===== src/rtl/execute_stage.sv =====
// ----------------------------------------------------------------------------
// execute_stage
//   EX stage of a 5-stage MIPS pipeline. It contains the ALU and its funct
//   decode, destination-register select, branch-target adder and the EX/MEM
//   pipeline latch. It also holds an iterative unsigned multu/divu unit with
//   HI/LO registers. While that unit is busy the stage stalls upstream and
//   feeds bubbles into MEM.
//
// Ports
//   clk, reset           rising-edge clock, synchronous active-high reset
//   ctlwb_in[1:0]        {regwrite, memtoreg} from ID/EX
//   ctlm_in[2:0]         {branch, memread, memwrite} from ID/EX
//   npc                  PC+4 of the instruction in EX
//   rdata1, rdata2       rs / rt operands (rt is also store data)
//   s_extendout          sign-extended immediate, [5:0] is funct
//   instr_2016/1511      rt / rd register fields
//   alu_op[1:0]          00 add, 01 sub, 10 R-type
//   alu_src, reg_dst     ALU B-operand select, destination select
//   ex_stall             combinational: upstream must hold ID/EX
//   control_wb .. write_reg  registered EX/MEM outputs
// ----------------------------------------------------------------------------
module execute_stage #(
    parameter int WIDTH     = 32,
    parameter int MD_CYCLES = 32
) (
    input  logic             clk,
    input  logic             reset,
    input  logic [1:0]       ctlwb_in,
    input  logic [2:0]       ctlm_in,
    input  logic [WIDTH-1:0] npc,
    input  logic [WIDTH-1:0] rdata1,
    input  logic [WIDTH-1:0] rdata2,
    input  logic [WIDTH-1:0] s_extendout,
    input  logic [4:0]       instr_2016,
    input  logic [4:0]       instr_1511,
    input  logic [1:0]       alu_op,
    input  logic             alu_src,
    input  logic             reg_dst,
    output logic             ex_stall,
    output logic [1:0]       control_wb,
    output logic             m_ctlout,
    output logic             memread,
    output logic             memwrite,
    output logic [WIDTH-1:0] add_result,
    output logic             zero,
    output logic [WIDTH-1:0] address,
    output logic [WIDTH-1:0] write_data,
    output logic [4:0]       write_reg
);

    localparam int CNT_W = $clog2(MD_CYCLES + 1);

    typedef enum logic {IDLE, BUSY} state_t;

    state_t             state_q, state_d;
    logic [CNT_W-1:0]   cnt_q, cnt_d;
    logic [WIDTH-1:0]   hi_q, hi_d, lo_q, lo_d;
    // Working registers: md_hi is partial product / remainder, md_lo holds
    // the multiplier / dividend being shifted out, md_b the multiplicand /
    // divisor.
    logic [WIDTH-1:0]   md_hi_q, md_hi_d, md_lo_q, md_lo_d, md_b_q, md_b_d;
    logic               md_div_q, md_div_d;

    logic [1:0]         control_wb_q, control_wb_d;
    logic               m_ctl_q, m_ctl_d, memread_q, memread_d;
    logic               memwrite_q, memwrite_d, zero_q, zero_d;
    logic [WIDTH-1:0]   add_result_q, add_result_d, address_q, address_d;
    logic [WIDTH-1:0]   write_data_q, write_data_d;
    logic [4:0]         write_reg_q, write_reg_d;

    logic [5:0]         funct;
    logic [WIDTH-1:0]   alu_b, alu_result;
    logic signed [WIDTH-1:0] s_a, s_b;
    logic               is_md;
    logic [WIDTH:0]     mul_sum, div_shift, div_diff;
    logic [WIDTH-1:0]   step_hi, step_lo;

    assign funct = s_extendout[5:0];
    assign alu_b = alu_src ? s_extendout : rdata2;
    assign s_a   = rdata1;
    assign s_b   = alu_b;
    assign is_md = (alu_op == 2'b10) && ((funct == 6'h19) || (funct == 6'h1B));

    always_comb begin
        alu_result = '0;
        case (alu_op)
            2'b00: alu_result = rdata1 + alu_b;
            2'b01: alu_result = rdata1 - alu_b;
            2'b10: begin
                case (funct)
                    6'h20: alu_result = rdata1 + alu_b;
                    6'h22: alu_result = rdata1 - alu_b;
                    6'h24: alu_result = rdata1 & alu_b;
                    6'h25: alu_result = rdata1 | alu_b;
                    6'h2A: alu_result = {{(WIDTH-1){1'b0}}, (s_a < s_b)};
                    6'h10: alu_result = hi_q;
                    6'h12: alu_result = lo_q;
                    default: alu_result = '0;
                endcase
            end
            default: alu_result = '0;
        endcase
    end

    // One multiply/divide bit per cycle.
    always_comb begin
        // shift-add multiply: add multiplicand when LSB of multiplier set,
        // then shift {hi,lo} right by one
        mul_sum   = {1'b0, md_hi_q} + (md_lo_q[0] ? {1'b0, md_b_q} : '0);
        // restoring divide: shift next dividend bit into remainder, try
        // subtracting the divisor. A zero divisor always "succeeds", which
        // yields all-ones quotient and shifts the dividend into HI.
        div_shift = {md_hi_q, md_lo_q[WIDTH-1]};
        div_diff  = div_shift - {1'b0, md_b_q};
        if (md_div_q) begin
            if (div_shift >= {1'b0, md_b_q}) begin
                step_hi = div_diff[WIDTH-1:0];
                step_lo = {md_lo_q[WIDTH-2:0], 1'b1};
            end else begin
                step_hi = div_shift[WIDTH-1:0];
                step_lo = {md_lo_q[WIDTH-2:0], 1'b0};
            end
        end else begin
            step_hi = mul_sum[WIDTH:1];
            step_lo = {mul_sum[0], md_lo_q[WIDTH-1:1]};
        end
    end

    always_comb begin
        state_d      = state_q;
        cnt_d        = cnt_q;
        hi_d         = hi_q;
        lo_d         = lo_q;
        md_hi_d      = md_hi_q;
        md_lo_d      = md_lo_q;
        md_b_d       = md_b_q;
        md_div_d     = md_div_q;
        ex_stall     = 1'b0;
        // EX/MEM defaults to a bubble
        control_wb_d = '0;
        m_ctl_d      = 1'b0;
        memread_d    = 1'b0;
        memwrite_d   = 1'b0;
        add_result_d = '0;
        zero_d       = 1'b0;
        address_d    = '0;
        write_data_d = '0;
        write_reg_d  = '0;
        case (state_q)
            IDLE: begin
                control_wb_d = ctlwb_in;
                m_ctl_d      = ctlm_in[2];
                memread_d    = ctlm_in[1];
                memwrite_d   = ctlm_in[0];
                add_result_d = npc + (s_extendout << 2);
                zero_d       = (alu_result == '0);
                address_d    = alu_result;
                write_data_d = rdata2;
                write_reg_d  = reg_dst ? instr_1511 : instr_2016;
                if (is_md) begin
                    state_d  = BUSY;
                    cnt_d    = CNT_W'(MD_CYCLES - 1);
                    md_div_d = (funct == 6'h1B);
                    md_hi_d  = '0;
                    md_lo_d  = (funct == 6'h1B) ? rdata1 : rdata2;
                    md_b_d   = (funct == 6'h1B) ? rdata2 : rdata1;
                end
            end
            BUSY: begin
                ex_stall = 1'b1;
                md_hi_d  = step_hi;
                md_lo_d  = step_lo;
                cnt_d    = cnt_q - 1'b1;
                if (cnt_q == '0) begin
                    // final bit: results land in HI/LO on this edge so the
                    // held instruction sees them next cycle
                    hi_d    = step_hi;
                    lo_d    = step_lo;
                    cnt_d   = '0;
                    state_d = IDLE;
                end
            end
            default: state_d = IDLE;
        endcase
    end

    always_ff @(posedge clk) begin
        if (reset) begin
            state_q      <= IDLE;
            cnt_q        <= '0;
            hi_q         <= '0;
            lo_q         <= '0;
            md_hi_q      <= '0;
            md_lo_q      <= '0;
            md_b_q       <= '0;
            md_div_q     <= 1'b0;
            control_wb_q <= '0;
            m_ctl_q      <= 1'b0;
            memread_q    <= 1'b0;
            memwrite_q   <= 1'b0;
            add_result_q <= '0;
            zero_q       <= 1'b0;
            address_q    <= '0;
            write_data_q <= '0;
            write_reg_q  <= '0;
        end else begin
            state_q      <= state_d;
            cnt_q        <= cnt_d;
            hi_q         <= hi_d;
            lo_q         <= lo_d;
            md_hi_q      <= md_hi_d;
            md_lo_q      <= md_lo_d;
            md_b_q       <= md_b_d;
            md_div_q     <= md_div_d;
            control_wb_q <= control_wb_d;
            m_ctl_q      <= m_ctl_d;
            memread_q    <= memread_d;
            memwrite_q   <= memwrite_d;
            add_result_q <= add_result_d;
            zero_q       <= zero_d;
            address_q    <= address_d;
            write_data_q <= write_data_d;
            write_reg_q  <= write_reg_d;
        end
    end

    assign control_wb = control_wb_q;
    assign m_ctlout   = m_ctl_q;
    assign memread    = memread_q;
    assign memwrite   = memwrite_q;
    assign add_result = add_result_q;
    assign zero       = zero_q;
    assign address    = address_q;
    assign write_data = write_data_q;
    assign write_reg  = write_reg_q;

endmodule


===== config.mk =====
export PLATFORM = sky130hd
export DESIGN_NAME = execute_stage
export DESIGN_NICKNAME = d
export VERILOG_FILES = /design/src/rtl/execute_stage.sv
export SDC_FILE = /design/constraint.sdc
export NUM_CORES = 1
export LEC_CHECK = 0
export CORE_MARGIN = 2
export CORE_UTILIZATION = 50
export DETAILED_ROUTE_END_ITERATION = 16
export GPL_ROUTABILITY_DRIVEN = 0
export MAX_ROUTING_LAYER = met4
export PLACE_DENSITY = 0.72
export SLEW_MARGIN = 20
export SYNTH_ARGS = -nofsm -noshare
export SYNTH_HDL_FRONTEND = slang
export SYNTH_SLANG_ARGS = --single-unit

===== constraint.sdc =====
create_clock -name clk -period 10 [get_ports clk]
set_input_delay 2.5 -clock clk [delete_from_list [all_inputs] [get_ports clk]]
set_output_delay 2.5 -clock clk [all_outputs]
set_load 0.01 [all_outputs]

==> results.sh <==
export IMPL_hold_path_class="flip-flop to flip-flop"
export IMPL_area_growth_pct=17.57
export IMPL_pre_cts_slack_ns=2.603
export IMPL_dieHeight_microns=214.0
export IMPL_synth_area_leaders="dfxtp_1, ha_1, nor2_1, mux2i_1, a21oi_1"
export IMPL_cts_sinks=275
export IMPL_ys_async_sr_fraction=0
export IMPL_ios=257
export IMPL_nets=3350
export IMPL_syn_cell_area_sq_um=22060
export IMPL_critPathKind="primary input to flip-flop"
export IMPL_grt_max_degree=106
export IMPL_cts_buffers=34
export IMPL_worstPathMaxFanout=32
export IMPL_critPathLaunch="alu_src"
export IMPL_crit_required_ns=10.50
export IMPL_synth_edff_count=0
export IMPL_synthCells=2840
export IMPL_dp_hpwl_microns=58240
export IMPL_p_leak_uw=0.01067
export IMPL_post_route_period_util=0.7009
export IMPL_min_delay_start="cnt_q[5]"
export IMPL_synth_fp_nets=3205
export IMPL_ys_seq_elements=275
export IMPL_drive_gt1_frac=0.04589
export IMPL_finalHoldViolCount=0
export IMPL_grt_pass1_vias=21190
export IMPL_antenna_cells=0
export IMPL_drc=0
export IMPL_cts_root_buffer="clkbuf_16"
export IMPL_drv_slew=0
export IMPL_end_kind="flip-flop"
export IMPL_tightest_slew_ns=1.109
export IMPL_status="completed"
export IMPL_cts_setup_buffers=0
export IMPL_drt_initial_drc_count=2703
export IMPL_synth_top_cells_by_count="nor2_1, dfxtp_1, a21oi_1, ha_1, nand2_1"
export IMPL_placed_area_sq_um=24830
export IMPL_postRouteAntennaNets=0
export IMPL_powerDensity_nw_per_um2=125.8
export IMPL_nFillCells=3829
export IMPL_antenna_found_initial=0
export IMPL_maxCapViolCount=0
export IMPL_ctsResizeCount=0
export IMPL_maxSlewHeadroom=0.2605
export IMPL_grt_overflow=0
export IMPL_synth_top_area_share=0.2496
export IMPL_rsz0062_at_grt="false"
export IMPL_core_sq_um=43270
export IMPL_ys_seq_area_frac=0.2496
export IMPL_avgSynthCellArea_sq_um=7.767
export IMPL_clk_latency_ns=0.57
export IMPL_setup_ws_ns=2.991
export IMPL_cts_hold_fix_buffers=0
export IMPL_layout_cell_area_non_filler_sq_um=25930
export IMPL_die_w_microns=214.0
export IMPL_yosysMostFrequentCell="nor2_1"
export IMPL_vdd_drop_max_v=0.0001467
export IMPL_synth_top_flop_cell="dfxtp_1"
export IMPL_die_area_sq_um=45810
export IMPL_cts_tree="built"
export IMPL_start_util=0.5098
export IMPL_track_usage=0.3379
export IMPL_start_kind="primary input"
export IMPL_yosysWarningCount=0
export IMPL_skew_ns=0.02679
export IMPL_grt_pass1_wl_microns=120600
export IMPL_post_drt_wl_per_cell_microns=21.66
export IMPL_fmaxAchievable_mhz=142.7
export IMPL_worstReg2RegStart="md_b_q[20]"
export IMPL_synth_top_cell_by_area="dfxtp_1"
export IMPL_viasPerCell=6.254
export IMPL_io_buffers=256
export IMPL_layout_min_cycle_time_ns=7.009
export IMPL_h_tree_depth=2
export IMPL_cts_buffer_depth=3
export IMPL_clk_pin_slew_ns=0.06
export IMPL_placementRows=76
export IMPL_setup_violations=0
export IMPL_setup_tns_ns=0
export IMPL_cp_data_arrival_time_ns=7.51
export IMPL_first_pass_iters=6
export IMPL_synth_cell_types=107
export IMPL_dr_total_vias=22460
export IMPL_routed_wl_microns=77820
## cell usage in the layout (no fill, tap or decap), types with 51 or more instances in the layout
| master | n |
|---|---|
| nor2_1 | 330 |
| dfxtp_1 | 273 |
| clkdlybuf4s50_1 | 254 |
| a21oi_1 | 220 |
| ha_1 | 211 |
| nand2_1 | 190 |
| inv_1 | 157 |
| o21ai_0 | 128 |
| a211oi_1 | 120 |
| mux2i_1 | 111 |
| and2_1 | 93 |
| a21o_1 | 61 |
| nor3_1 | 55 |
| o21a_1 | 54 |
| nor2b_1 | 51 |
| nand3_1 | 51 |
## cell type report
| cell class | count | area (sq um) | share of cell area |
|---|---|---|---|
| inverter | 161 | 606.8 | 0.02340 |
| multi-input combinational | 2236 | 15260 | 0.5886 |
| timing repair buffer | 277 | 2713 | 0.1046 |
| tap | 585 | 732.0 | 0.02823 |
| clock buffer | 43 | 955.9 | 0.03686 |
| clock inverter | 15 | 150.1 | 0.005790 |
| sequential | 275 | 5510 | 0.2125 |
## per-stage QoR
step	util	total power (uW)	instances	hold WS (ns)
2_1_floorplan	-	1683	2840	0.4360
3_3_place_gp	0.5738	1984	3534	0.4622
3_5_place_dp	0.5738	1996	3534	0.4648
4_1_cts	0.5994	3256	3592	0.4795
5_1_grt	0.5994	3383	3592	0.5059
6_report	0.5994	3262	3592	0.4789
## per-layer routing
layer  up-vias  share of wire  track usage
met3       244          0.098      0.06170
met2      1193           0.43       0.4988
met4         0          0.048       0.1448
li1      10540              -            -
met1     10490           0.43       0.4515
met5         -              0            -
## critical path, stage by stage
cell      delay (ns)
buf_2           0.78
mux2i_1         0.35
inv_1           0.11
ha_1            0.24
fa_1            0.46
a211oi_1        0.32
nor2_1          0.11
a32oi_1         0.24
a211oi_1        0.10
or4_1           0.56
nor4b_1         0.40
nand4b_1        0.18
nor4_1          0.50
nand4_2         0.17
nor4_1          0.27
and4_1          0.21
## kinds of logic after synthesis
| group | Yosys count | synth area share |
|---|---|---|
| compound gates | 919 | 0.2874 |
| xor+xnor | 75 | 0.02978 |
| simple gates | 913 | 0.1970 |
| fa+ha+maj | 216 | 0.1242 |
| mux | 113 | 0.05134 |
| buf+inv | 329 | 0.06070 |
| flops | 275 | 0.2496 |
## worst paths after layout
path                   end  slack (ns)  cells after the start
setup / recovery      zero        2.99                     16
hold / removal    cnt_q[5]        0.48                      2
setup reg to reg  hi_q[27]        5.64                     12
hold reg to reg   cnt_q[5]        0.48                      2
## power breakdown
part	internal (uW)	leakage, uW	switching [uW]
sequential	1140	0.00224	15.5
clock	732	0.000549	526
combinational	352	0.00788	496
total	2220	0.0107	1040
Power figures use the tool's default switching activity.
